--- src/rtl/tri_bbox_scanner.sv ---
// Raster front-end for point-in-triangle: latches a triangle, walks its signed
// bounding box in raster order, and streams the points the external tester flags.
module tri_bbox_scanner #(
    parameter int W     = 12,
    parameter int CNT_W = 25
) (
    input  logic                 clk,
    input  logic                 rst,
    input  logic                 start,
    input  logic signed [W-1:0]  ax,
    input  logic signed [W-1:0]  ay,
    input  logic signed [W-1:0]  bx,
    input  logic signed [W-1:0]  by,
    input  logic signed [W-1:0]  cx,
    input  logic signed [W-1:0]  cy,
    output logic                 busy,
    output logic                 done,
    output logic signed [W-1:0]  px,
    output logic signed [W-1:0]  py,
    output logic                 p_valid,
    input  logic                 in_tri,
    output logic                 hit_valid,
    input  logic                 hit_ready,
    output logic signed [W-1:0]  hit_x,
    output logic signed [W-1:0]  hit_y,
    output logic [CNT_W-1:0]     pix_count,
    output logic [CNT_W-1:0]     hit_count
);

    typedef enum logic [2:0] {
        S_IDLE,
        S_SETUP,
        S_SCAN,
        S_FLUSH,
        S_DONE
    } state_t;

    state_t state;

    logic signed [W-1:0] va_x, va_y, vb_x, vb_y, vc_x, vc_y;
    logic signed [W-1:0] xmin, xmax, ymin, ymax;
    logic signed [W-1:0] box_xmin, box_xmax, box_ymin, box_ymax;
    logic                advance;
    logic                last_col;
    logic                last_pt;
    logic                load_hit;

    function automatic logic signed [W-1:0] min3(input logic signed [W-1:0] a,
                                                 input logic signed [W-1:0] b,
                                                 input logic signed [W-1:0] c);
        logic signed [W-1:0] m;
        m = (a < b) ? a : b;
        return (c < m) ? c : m;
    endfunction

    function automatic logic signed [W-1:0] max3(input logic signed [W-1:0] a,
                                                 input logic signed [W-1:0] b,
                                                 input logic signed [W-1:0] c);
        logic signed [W-1:0] m;
        m = (a > b) ? a : b;
        return (c > m) ? c : m;
    endfunction

    always_comb begin
        box_xmin = min3(va_x, vb_x, vc_x);
        box_xmax = max3(va_x, vb_x, vc_x);
        box_ymin = min3(va_y, vb_y, vc_y);
        box_ymax = max3(va_y, vb_y, vc_y);
    end

    // A point may only retire when its hit (if any) has somewhere to go.
    always_comb begin
        advance  = !in_tri || !hit_valid || hit_ready;
        last_col = (px == xmax);
        last_pt  = last_col && (py == ymax);
        load_hit = (state == S_SCAN) && advance && in_tri;
    end

    always_ff @(posedge clk) begin
        if (rst) begin
            state     <= S_IDLE;
            busy      <= 1'b0;
            done      <= 1'b0;
            p_valid   <= 1'b0;
            hit_valid <= 1'b0;
            px        <= '0;
            py        <= '0;
            hit_x     <= '0;
            hit_y     <= '0;
            pix_count <= '0;
            hit_count <= '0;
            va_x      <= '0;
            va_y      <= '0;
            vb_x      <= '0;
            vb_y      <= '0;
            vc_x      <= '0;
            vc_y      <= '0;
            xmin      <= '0;
            xmax      <= '0;
            ymin      <= '0;
            ymax      <= '0;
        end else begin
            // A new load wins over a same-cycle drain, keeping the stream gapless.
            if (load_hit) begin
                hit_valid <= 1'b1;
                hit_x     <= px;
                hit_y     <= py;
            end else if (hit_ready) begin
                hit_valid <= 1'b0;
            end

            done <= 1'b0;

            case (state)
                S_IDLE: begin
                    if (start) begin
                        va_x      <= ax;
                        va_y      <= ay;
                        vb_x      <= bx;
                        vb_y      <= by;
                        vc_x      <= cx;
                        vc_y      <= cy;
                        pix_count <= '0;
                        hit_count <= '0;
                        busy      <= 1'b1;
                        state     <= S_SETUP;
                    end
                end

                S_SETUP: begin
                    xmin    <= box_xmin;
                    xmax    <= box_xmax;
                    ymin    <= box_ymin;
                    ymax    <= box_ymax;
                    px      <= box_xmin;
                    py      <= box_ymin;
                    p_valid <= 1'b1;
                    state   <= S_SCAN;
                end

                S_SCAN: begin
                    if (advance) begin
                        pix_count <= pix_count + 1'b1;
                        if (in_tri) begin
                            hit_count <= hit_count + 1'b1;
                        end
                        if (last_pt) begin
                            p_valid <= 1'b0;
                            state   <= S_FLUSH;
                        end else if (last_col) begin
                            px <= xmin;
                            py <= py + 1'b1;
                        end else begin
                            px <= px + 1'b1;
                        end
                    end
                end

                S_FLUSH: begin
                    if (!hit_valid || hit_ready) begin
                        done  <= 1'b1;
                        state <= S_DONE;
                    end
                end

                S_DONE: begin
                    busy  <= 1'b0;
                    state <= S_IDLE;
                end

                default: begin
                    busy    <= 1'b0;
                    p_valid <= 1'b0;
                    state   <= S_IDLE;
                end
            endcase
        end
    end

endmodule
--- config.mk ---
export PLATFORM = sky130hd
export DESIGN_NAME = tri_bbox_scanner
export DESIGN_NICKNAME = d
export VERILOG_FILES = /design/src/rtl/tri_bbox_scanner.sv
export SDC_FILE = /design/constraint.sdc
export NUM_CORES = 1
export LEC_CHECK = 0
export CORE_MARGIN = 4
export CORE_UTILIZATION = 48
export CTS_BUF_LIST = sky130_fd_sc_hd__clkbuf_4
export CTS_CLUSTER_DIAMETER = 60
export DETAILED_ROUTE_END_ITERATION = 6
export GPL_TIMING_DRIVEN = 0
export PLACE_DENSITY_LB_ADDON = 0.08
export SYNTH_ARGS = -nofsm -noshare
export SYNTH_HDL_FRONTEND = slang
export SYNTH_SLANG_ARGS = --single-unit
--- constraint.sdc ---
create_clock -name clk -period 5.8 [get_ports clk]
set_clock_uncertainty 0.1 [all_clocks]
set_input_delay 1.16 -clock clk [delete_from_list [all_inputs] [get_ports clk]]
set_output_delay 1.16 -clock clk [all_outputs]
set_load 0.05 [all_outputs]
==> metrics, run 1 <==
Cells after DPL=1,910; core area=23,400 µm²; HP Class=flip-flop to flip-flop; syn avg cell area=8.035 µm²; ys async rst share=0%; Ys Warns=0; fin. max-slew vios=0; Final Non-Filler Cells=2,010; Overflow after GRT=0; CP Data Required Time=6250 ps; Slew headroom=50.59%; Max Fclk=0.2133 GHz; post-CTS resize count=0; vias in the first global route=10,240; Initial Util=48.55%; setup ws final=1112 ps; final WL=31.26 mm; sequential-to-total area share from yosys stat=37.53%; leakage=5.505 nW; io pins=179; DRT Pass-1 Iters=6; Reg clk slew, reported paths=80 ps; hold_buf cts=0; Post-Syn Nets=1,565; Max VDD drop=162.8 µV; setup bufs post-CTS=0; final worst-path cycle share=80.82%; DR iter-0 viols=693; first-pass GRT wire length=50.31 mm; crit-path max FO=10; post-synth top area cell=dfxtp_1; Final ANT Viol Nets=0; GR Util All Layers=23.10%; outcome=finished clean; vias per cell=5.322; RSZ-0062 raised after global routing=no; Arr. time, crit path=5130 ps; CTS tree=yes; clk root buf=clkbuf_4; Setup violations, final=0; routability cong.=0.9095; number of enable flip-flop cells after synthesis=0; max-cap check violation count=0; Clock Path Buffers=3; Detailed Place HPWL=24.23 mm; layout cells sized above 1=7.164%; worst-margin pin slew=741.2 ps; # port buffers=177; Num Clock Sinks=213; Top FF cell, synth=dfxtp_1; DRC viols=0; final hold slack=353.6 ps; total die area=26,200 µm²; wire per inst=15.55 µm; Rows=56; Setup crit end kind=flip-flop; vias post-DR=10,700; Area growth syn-to-layout=25.43%; H-tree levels=2; Post-Synthesis Cells=1,414; worst slack at placement=1186 ps; die width=161.9 µm; pin count of the biggest net entering global routing=15; Power Total=5.160 mW; fin nets=1,800; setup total negative slack=0 ps; post-synth cell types=70; fin crit period=4688 ps; Fin. Hold Viols=0; synth top area cells=dfxtp_1 38%, nand2_1 9.9%, ha_1 8.1%, a21oi_1 6.3%, mux2i_1 5.5%; Setup CP Type=flip-flop to flip-flop; Die Ht=161.9 µm; Post-Syn Area=11,360 µm²; clk_lat worst skew=700 ps; initial antenna violation count=1; Critical Path Start Type=flip-flop; FF+latch count, synth=213; Num CTS Buffers=56; Pwr Density=362.1 nW/µm²; Synth top area share=37.53%
[routing by layer]
layer	vias up	GRT usage [%]	part of all wire (%)
met1	4809	30.41	46
met2	370	38.13	45
met4	0	7.266	2.6
li1	5453	-	-
met5	-	0	0
met3	66	4.923	7.1
[critical path: stages, from the launching register on]
cell and delay (ps):
dfxtp_1 370, inv_1 60, ha_1 260, clkbuf_1 280, nand4_1 190, nor2_1 130, a21oi_1 120, a31oi_1 210
buf_2 310, mux2i_1 300, ha_1 300, a21oi_1 140, a211oi_1 90, nor4b_1 430, a31oi_1 150, a41o_1 260
clkbuf_1 230, o21ai_0 460, o22ai_1 140
[worst paths after layout]
path	startpoint	endpoint	slack (ps)	cells after the start
max	vb_x[11]	px[8]	1110	18
min reg2reg	hit_x[9]	hit_x[9]	350	2
min	hit_x[9]	hit_x[9]	350	2
max reg2reg	vb_x[11]	px[8]	1110	18
[area by class of cell]
cell class / instances / area, µm²
multi-input cells: 1079 / 6611
well taps: 319 / 399.1
repair buffers: 177 / 1772
inverters: 48 / 180.2
plain buffers: 74 / 306.5
diodes: 2 / 5.005
flip-flops and latches: 213 / 4264
clock inverters: 14 / 82.58
clock buffers: 84 / 630.6
fillers: 2286 / 9151
[sequential cells by signal (all words and copies together), names as in the netlist]
name       cells
pix_count     25
done           1
va_x          12
hit_count     25
xmax          12
vb_x          12
px            12
busy           1
p_valid        1
ymax          12
hit_valid      1
xmin          12
hit_x         12
vb_y          12
hit_y         12
va_y          12
vc_y          12
py            12
vc_x          12
state          3
[cells by family (layout without fill, tap and decap cells)]
kind of cell	after synthesis	count (layout)	share of synthesized area [%]
mux	65	65	5.759
flops	213	213	37.53
fa+ha+maj	74	74	8.149
xor+xnor	67	67	5.165
compound gates	320	320	16.71
simple gates	553	553	22.41
buf+inv	122	397	4.284
other cells	0	2	0
[per-stage QoR]
stage	cell area, µm²	util, %
floorplan	11360	-
global placement	13530	57.83
detailed placement	13530	57.83
CTS	14250	60.87
global route	14250	60.90
finish	14250	60.90
[synthesized netlist by cell type (5+ instances only)]
| master | instances |
|---|---|
| a211oi_1 | 7 |
| a21o_1 | 9 |
| a21oi_1 | 143 |
| a22o_1 | 13 |
| a22oi_1 | 9 |
| a31oi_1 | 10 |
| and2_1 | 12 |
| and3_1 | 14 |
| buf_1 | 5 |
| buf_2 | 7 |
| clkbuf_1 | 57 |
| dfxtp_1 | 213 |
| ha_1 | 74 |
| inv_1 | 48 |
| mux2i_1 | 62 |
| nand2_1 | 301 |
| nand3_1 | 40 |
| nand3b_1 | 7 |
| nand4_1 | 34 |
| nor2_1 | 81 |
| nor2b_1 | 9 |
| nor3_1 | 11 |
| nor4_1 | 6 |
| o211ai_1 | 9 |
| o21ai_0 | 71 |
| o21ai_1 | 9 |
| o22ai_1 | 12 |
| or3_1 | 6 |
| xnor2_1 | 21 |
| xor2_1 | 46 |
[cells in the final DEF, fill, tap and decap left out, drive strengths merged, types with 10 or more instances in the layout]
cell             n
nand2          301
dfxtp          213
clkdlybuf4s50  177
a21oi          143
clkbuf         142
nor2            82
o21ai           80
ha              74
mux2i           62
inv             48
xor2            46
nand3           40
nand4           35
xnor2           21
buf             16
and3            14
a22o            13
o22ai           13
clkinv          13
and2            12
nor3            11
a31oi           10
[where the power goes]
group / total [mW] / internal [mW] / switching [mW]
sequential: 1.77 / 1.59 / 0.172
clock: 1.32 / 0.700 / 0.617
combinational: 2.08 / 0.781 / 1.30
total: 5.16 / 3.08 / 2.08
Power figures use the tool's default switching activity.
==> run 2: changes to the inputs <==
==> constraint.sdc (replaced) <==
create_clock -name clk -period 4.89 [get_ports clk]
set_clock_uncertainty 0.1 [all_clocks]
set_input_delay 0.978 -clock clk [delete_from_list [all_inputs] [get_ports clk]]
set_output_delay 0.978 -clock clk [all_outputs]
set_load 0.05 [all_outputs]
==> metrics, run 2 (same netlist as run 1, synthesis figures left out) <==
Fin. Hold Viols=0 (unchanged); outcome=finished clean (unchanged); Critical Path Start Type=flip-flop (unchanged); HP Class=flip-flop to flip-flop (unchanged); final instance area=14,280 µm² (was 14,250 µm²); vias in the first global route=10,240 (unchanged); final WL=31.39 mm (was 31.26 mm); leakage=5.516 nW (was 5.505 nW); clk_lat worst skew=700 ps (about the same); Num Clock Sinks=213 (unchanged); GR Util All Layers=23.10% (unchanged); # port buffers=177 (unchanged); Final Non-Filler Cells=2,010 (unchanged); CTS tree=yes (unchanged); setup bufs post-CTS=0 (unchanged); Hold Crit Depth=2 (unchanged); Overflow after GRT=0 (unchanged); Max VDD drop=193.4 µV (was 162.8 µV); dpl cell area=13,530 µm² (unchanged); RR Endpoint=ymax[11] (was px[8]); clk root buf=clkbuf_4 (unchanged); fin crit period=4523 ps (was 4688 ps); r2r startpoint=vb_y[3] (was vb_x[11]); post-CTS resize count=0 (unchanged); setup total negative slack=0 ps (unchanged); DRT Pass-1 Iters=6 (unchanged); vias per cell=5.348 (was 5.322); commonest non-fill, non-tap cell in the layout=nand2_1 (unchanged); hold_buf cts=0 (unchanged); fin nets=1,800 (unchanged); Area growth syn-to-layout=25.65% (was 25.43%); CP Data Required Time=5370 ps (was 6250 ps); R2R Setup Slk=370 ps (was 1110 ps); H-tree levels=2 (unchanged); pin count of the biggest net entering global routing=15 (unchanged); Hold Path End=hit_x[9] (unchanged); Rows=56 (unchanged); total die area=26,200 µm² (unchanged); die width=161.9 µm (unchanged); Cells after DPL=1,910 (unchanged); layout cells sized above 1=7.342% (was 7.164%); core area=23,400 µm² (unchanged); crit-path max FO=10 (unchanged); Top Registers=hit_count: 25 flops, pix_count: 25 flops (unchanged); wire per inst=15.62 µm (was 15.55 µm); Setup violations, final=0 (unchanged); worst slack at placement=276.5 ps (was 1186 ps); Setup CP Type=flip-flop to flip-flop (unchanged); initial antenna violation count=1 (unchanged); Power Total=6.153 mW (was 5.160 mW); Initial Util=48.55% (unchanged); io pins=179 (unchanged); vias post-DR=10,750 (was 10,700); Pwr Density=431.0 nW/µm² (was 362.1 nW/µm²); Detailed Place HPWL=24.23 mm (unchanged); worst-margin pin slew=750.8 ps (was 741.2 ps); Final ANT Viol Nets=0 (unchanged); most frequent cells in the layout=301 x nand2_1, 213 x dfxtp_1, 177 x clkdlybuf4s50_1 (unchanged); setup ws final=367.3 ps (was 1112 ps); Slew headroom=49.95% (was 50.59%); Die Ht=161.9 µm (unchanged); routability cong.=0.9095 (unchanged); first-pass GRT wire length=50.31 mm (unchanged); max-cap check violation count=0 (unchanged); DRC viols=0 (unchanged); Clock Path Buffers=3 (unchanged); Arr. time, crit path=5000 ps (was 5130 ps); fin. max-slew vios=0 (unchanged); final worst-path cycle share=92.49% (was 80.82%); Max Fclk=0.2211 GHz (was 0.2133 GHz); Reg clk slew, reported paths=70 ps (was 80 ps); crit path launch=vb_y[3] (was vb_x[11]); Setup crit end kind=flip-flop (unchanged); hold_sp=hit_x[9] (unchanged); Num CTS Buffers=56 (unchanged); DR iter-0 viols=749 (was 693); R2R depth=17 (was 18)
-- run 2: routing by layer --
metal | routed length, µm | global-route usage [%] | up-vias
met1 | 14400 | 30.41 | 4882
met2 | 14090 | 38.13 | 353
met5 | 0 | 0 | -
met4 | 743 | 7.266 | 0
li1 | - | - | 5455
met3 | 2160 | 4.923 | 59
-- run 2: final cells by class --
type                            instances  area, µm²
Tap cell                              319      399.1
Fill cell                            2281       9126
Multi-Input combinational cell       1079       6633
Buffer                                 74      310.3
Timing Repair Buffer                  177       1772
Clock buffer                           84      630.6
Clock inverter                         14      82.58
Inverter                               48      180.2
Sequential cell                       213       4264
Antenna cell                            2      5.005
-- run 2: worst max-delay path by stage --
stage                     slack (ps)       end  depth (start not counted)
after global routing             -20   xmax[6]                         18
after detailed placement         280     px[8]                         17
after floorplan                  930  xmax[10]                         19
after CTS                        240     px[8]                         18
final                            370  ymax[11]                         17
after global placement           310     px[8]                         18
-- run 2: power breakdown --
part	total (mW)	internal (mW)	leakage [nW]	switching [mW]
Sequential	2.10	1.89	1.73	0.204
Clock	1.57	0.830	0.428	0.736
Combinational	2.49	0.939	3.36	1.55
Total	6.15	3.66	5.52	2.49
-- run 2: metrics by stage --
step / util (%) / hold slack, ps
floorplan: - / 322.5
detailed placement: 57.83 / 342.5
finish: 61.00 / 352.9
CTS: 60.87 / 356.3
global route: 61.00 / 373.4
global placement: 57.83 / 337.4
-- run 2: critical path, cell delays in order, from the launching register on --
cell and delay (ps):
dfxtp_1 380, inv_1 60, ha_1 330, nand4b_1 170
a311oi_4 430, a2111oi_4 130, a21boi_2 290, o31a_1 260
buf_4 240, mux2i_1 310, ha_1 300, a21oi_1 180
o21ai_0 120, nor3_1 210, o32a_1 250, clkbuf_1 300
mux2i_1 130, a22o_1 210
==> run 3: changes to the inputs <==
--- a/config.mk
+++ b/config.mk
@@ -5,8 +5,8 @@
 export SDC_FILE = /design/constraint.sdc
 export NUM_CORES = 1
 export LEC_CHECK = 0
-export CORE_MARGIN = 4
-export CORE_UTILIZATION = 48
+export CORE_MARGIN = 1.5
+export CORE_UTILIZATION = 44
 export CTS_BUF_LIST = sky130_fd_sc_hd__clkbuf_4
 export CTS_CLUSTER_DIAMETER = 60
 export DETAILED_ROUTE_END_ITERATION = 6
==> metrics, run 3 (same netlist as run 1, synthesis figures left out) <==
total die area=26,800 µm² (was 26,200 µm²); # port buffers=177 (unchanged); vias per cell=5.314 (was 5.348); Initial Util=44.99% (was 48.55%); io pins=179 (unchanged); Slew headroom=48.94% (was 49.95%); Max VDD drop=181.1 µV (was 193.4 µV); setup bufs post-CTS=0 (unchanged); wire per inst=15.62 µm (about the same); final WL=31.47 mm (was 31.39 mm); routability cong.=0.8752 (was 0.9095); Hold Path End=hit_x[9] (unchanged); Setup crit end kind=flip-flop (unchanged); R2R depth=17 (unchanged); pin count of the biggest net entering global routing=15 (unchanged); final hold slack=351.6 ps (was 352.9 ps); wire length on met3=1.939 mm (was 2.160 mm); clk_lat worst skew=680 ps (was 700 ps); CTS tree=yes (unchanged); Power Total=6.124 mW (was 6.153 mW); R2R Setup Slk=210 ps (was 370 ps); max-cap check violation count=0 (unchanged); Clock Path Buffers=3 (unchanged); most frequent cells in the layout=301 x nand2_1, 213 x dfxtp_1, 177 x clkdlybuf4s50_1 (unchanged); Pwr Density=429.9 nW/µm² (was 431.0 nW/µm²); Top Registers=hit_count: 25 flops, pix_count: 25 flops (unchanged); fin crit period=4685 ps (was 4523 ps); hold_buf cts=0 (unchanged); Setup violations, final=0 (unchanged); Critical Path Start Type=flip-flop (unchanged); vias in the first global route=10,060 (was 10,240); Detailed Place HPWL=24.38 mm (was 24.23 mm); clk root buf=clkbuf_4 (unchanged); worst-margin pin slew=766.0 ps (was 750.8 ps); Overflow after GRT=0 (unchanged); crit-path max FO=10 (unchanged); first-pass GRT wire length=50.40 mm (was 50.31 mm); hold_sp=hit_x[9] (unchanged); initial antenna violation count=1 (unchanged); DRT Pass-1 Iters=5 (was 6); core area=25,250 µm² (was 23,400 µm²); routed length on met1=14.65 mm (was 14.40 mm); post-layout util=56.41% (was 61.00%); RR Endpoint=py[8] (was ymax[11]); crit path launch=vb_y[5] (was vb_y[3]); outcome=finished clean (unchanged); H-tree levels=2 (unchanged); layout cells sized above 1=7.198% (was 7.342%); r2r startpoint=vb_y[5] (was vb_y[3]); Num CTS Buffers=55 (was 56); vias post-DR=10,710 (was 10,750); Final ANT Viol Nets=0 (unchanged); DR iter-0 viols=718 (was 749); Area growth syn-to-layout=25.38% (was 25.65%); Rows=58 (was 56); Fin. Hold Viols=0 (unchanged); GR Util All Layers=23.41% (was 23.10%); Die Ht=163.7 µm (was 161.9 µm); metal2 WL=14.22 mm (was 14.09 mm); leakage=5.493 nW (was 5.516 nW); Max Fclk=0.2134 GHz (was 0.2211 GHz); Setup CP Type=flip-flop to flip-flop (unchanged); final instance area=14,250 µm² (was 14,280 µm²); Arr. time, crit path=5110 ps (was 5000 ps); die width=163.7 µm (was 161.9 µm); fin nets=1,799 (was 1,800); DRC viols=0 (unchanged); setup total negative slack=0 ps (unchanged); Hold Crit Depth=2 (unchanged); fin. max-slew vios=0 (unchanged); uppermost routed layer=met4 (unchanged); final worst-path cycle share=95.81% (was 92.49%); dpl cell area=13,550 µm² (was 13,530 µm²); Num Clock Sinks=213 (unchanged); Reg clk slew, reported paths=60 ps (was 70 ps); commonest non-fill, non-tap cell in the layout=nand2_1 (unchanged); CP Data Required Time=5320 ps (was 5370 ps); HP Class=flip-flop to flip-flop (unchanged); RSZ-0062 raised after global routing=no
==> run 3: changes by cell type in the layout (fill, tap and decap cells not counted), sizes merged <==
cell    previous run  this run
diode              2         4
clkinv            13         5
inv               48        49
clkbuf           143       142
==> run 3: layout make-up <==
class | instances | area [µm²]
Antenna cell | 4 | 10.01
Buffer | 74 | 310.3
Clock buffer | 83 | 623.1
Clock inverter | 7 | 52.55
Fill cell | 2479 | 11010
Inverter | 48 | 180.2
Multi-Input combinational cell | 1079 | 6621
Sequential cell | 213 | 4264
Tap cell | 330 | 412.9
Timing Repair Buffer | 177 | 1772
==> run 3: worst max path at each step <==
stage / endpoint / cells after the start
detailed placement: ymax[0] / 17
CTS: px[8] / 18
global placement: px[8] / 18
global route: px[10] / 19
finish: py[8] / 17
floorplan: xmax[10] / 19
==> run 3: power by group <==
part	switching [mW]	internal [mW]
logic	1.57	0.940
registers	0.210	1.89
clock network	0.706	0.812
==> run 3: repair_timing <==
| action | in CTS | in global routing |
|---|---|---|
| endpoints found under the hold margin | 0 | 0 |
| setup endpoints to repair | 0 | 32 |
| gates resized for setup | 0 | 16 |
==> run 3: routing by layer <==
| layer | up-vias | GRT usage [%] |
|---|---|---|
| li1 | 5455 | - |
| met1 | 4854 | 31.04 |
| met2 | 342 | 38.22 |
| met3 | 57 | 4.419 |
| met4 | 0 | 7.603 |
| met5 | - | 0 |
==> run 3: worst max-delay path, cell delays in order, from the launching register on <==
cell	delay, ps
dfxtp_1	400
inv_1	60
ha_1	290
nand4_1	150
a311oi_2	470
a2111oi_4	140
a21boi_2	290
buf_4	250
mux2i_1	360
ha_1	320
a21o_1	180
a21o_1	170
a211oi_1	290
o21a_1	200
o22ai_2	130
buf_2	210
o21ai_0	400
a211oi_2	130
==> run 3: metrics by stage <==
| step | std cells | worst slack (ps) |
|---|---|---|
| after floorplan | 1414 | 925.4 |
| after global placement | 1921 | 289.2 |
| after detailed placement | 1921 | 209.2 |
| after CTS | 2011 | 165.6 |
| after global routing | 2015 | 0.6124 |
| final | 2015 | 205.0 |
==> edit: new RTL, settings of run 3 <==
Reset style: asynchronous (`rst`), changed in one clocked block.
--- a/src/rtl/tri_bbox_scanner.sv
+++ b/src/rtl/tri_bbox_scanner.sv
@@ -76,7 +76,7 @@
         load_hit = (state == S_SCAN) && advance && in_tri;
     end
 
-    always_ff @(posedge clk) begin
+    always_ff @(posedge clk or posedge rst) begin
         if (rst) begin
             state     <= S_IDLE;
             busy      <= 1'b0;
Check against the original RTL: differs if rst is asserted again (counterexample within 4 cycles, from zero or initial values and one cycle with rst high); with rst held inactive, the same outputs for 4 cycles.
==> edit against run 3 <==
- final cell count down 2.1%
- wire length rose by 6.3%
- synthesized area up 6.8%
- critical path depth is 1 lower
- critical endpoint is now xmax[5]$_DFFE_PP0P_
- cell area is 7.4% higher
- sequential cell count unchanged
- die area is 6.7% higher
- setup slack better by 0.069 ns
- largest cell class unchanged
- highest routed layer unchanged
Power is not compared: it rests on default switching activity, and its combinational part moved more than twofold at a synthesized area within 25%.
==> edit: results (changes against run 3) <==
synth:
  async_flop_share_pct: 100  # was 0%
  synth_edf_count: 0  # unchanged
  ys_types: 62  # was 70
  ys_top_cells_by_count: "277 x nand2_1, 213 x dfrtp_1, 116 x o21ai_0"  # was 301 x nand2_1, 213 x dfxtp_1, 143 x a21oi_1
  syn_nets: 1491  # was 1,565
  ys_seq_area_share_pct: 43.9  # was 37.5%
  avgSynthCellArea_um2: 9.06  # was 8.04 um^2
  synth.area.top_cells: "dfrtp_1 44%, nand2_1 8.6%, ha_1 7.6%, mux2i_1 6.4%, o21ai_0 4.8%"  # was dfxtp_1 38%, nand2_1 9.9%, ha_1 8.1%, a21oi_1 6.3%, mux2i_1 5.5%
cells_and_area:
  nNetsFinal: 1742  # was 1,799
  multiInputGateArea_mm2: 0.00637  # was 0.00662 mm^2
  fill_cells: 2531  # was 2,479
  final_layout_size_suffix_gt1_share_pct: 9.82  # was 7.20%
global_route:
  globalRouteMet2Util_pct: 37.5  # was 38.2%
  grt_max_degree: 41  # was 15
  met3_usage_pct: 4.12  # was 4.42%
  use_met1_pct: 33.4  # was 31.0%
  grt.total_usage_pct: 23.8  # was 23.4%
  grt_pass1_vias: 10107  # was 10,064
  grt_pass1_wl_um: 53900  # was 50,400 um
clock_network:
  cts_root_buf: "clkbuf_4"  # unchanged
  clkLatencyLatePin_ns: 0.73  # was 0.68 ns
  numCtsBuffers: 59  # was 55
  h-tree-depth: 2  # unchanged
  cts_resized: 3  # was 0
detailed_routing:
  wl_met1_um: 15700  # was 14,700 um
  wl_per_cell_um: 17.0  # was 15.6 um
  wl_met3_um: 1970  # was 1940 um
  top_layer: "met4"  # unchanged
  routed_wl_um: 33500  # was 31,500 um
  routed-wl-met2_um: 15100  # was 14,200 um
  drt_iter0_markers: 607  # was 718
  firstDrtPassIters: 4  # was 5
status:
  status: "finished clean"  # unchanged
placement:
  pre_cts_slack_ns: -0.190  # was 0.209 ns
  gp_congestion: 0.898  # was 0.875
  dp_cells: 1865  # was 1,921
  dp_hpwl_um: 25700  # was 24,400 um
  port_buffers: 178  # was 177
  placed_area_mm2: 0.0145  # was 0.0135 mm^2
critical_path:
  startpoint: "vb_x[7]$_DFFE_PP0P_"  # was vb_y[5]$_SDFFE_PP0P_
  reg2reg_slack_ns: 0.27  # was 0.21 ns
  slowest_stage: "dfrtp_1"  # was a311oi_2
  endpoint: "xmax[5]$_DFFE_PP0P_"  # was py[8]$_SDFFE_PP0P_
  crit_arrival_ns: 5.13  # was 5.11 ns
  critPathMaxStageDelay_ns: 0.39  # was 0.47 ns
  cp.depth: 16  # was 17
sta:
  fmax_mhz: 217  # was 213 MHz
  hold_slack_ns: 0.373  # was 0.352 ns
  worst_pin_slew_ns: 0.853  # was 0.766 ns
hold_path:
  holdPathEnd: "hit_x[3]$_DFFE_PP0P_"  # was hit_x[9]$_SDFFE_PP0P_
  min_path_type: "flip-flop to flip-flop"  # unchanged
  hold_path.startpoint: "hit_x[3]$_DFFE_PP0P_"  # was hit_x[9]$_SDFFE_PP0P_
## edit: changes by cell type in the layout (fill, tap and decap cells not counted), sizes merged, moves of 16 or more
cell   before  now
nand2     301  277
dfxtp     213    0
a21oi     143   57
mux2i      62   78
o21ai      80  117
inv        49   65
mux2        3   24
dfrtp       0  213
## edit: cells by family (layout without fill, tap and decap cells)
| group | after synthesis | count (layout) | share of synthesized area [%] |
|---|---|---|---|
| other | 0 | 2 | 0 |
| buffers and inverters | 123 | 412 | 3.96 |
| adders and majority gates | 74 | 74 | 7.63 |
| and+or+nand+nor | 526 | 526 | 19.7 |
| AOI/OAI and AO/OA | 247 | 247 | 12.2 |
| muxes | 102 | 102 | 8.66 |
| DFF | 213 | 213 | 43.9 |
| xor gates and xnor gates | 55 | 55 | 3.97 |
## edit: layout make-up
type	instances	share of cell area, %
diodes	2	0.0327
plain buffers	58	1.69
clock buffers	83	4.07
clock inverters	16	0.589
inverters	65	1.62
multi-input cells	1004	41.6
flip-flops and latches	213	34.8
well taps	341	2.79
repair buffers	190	12.7
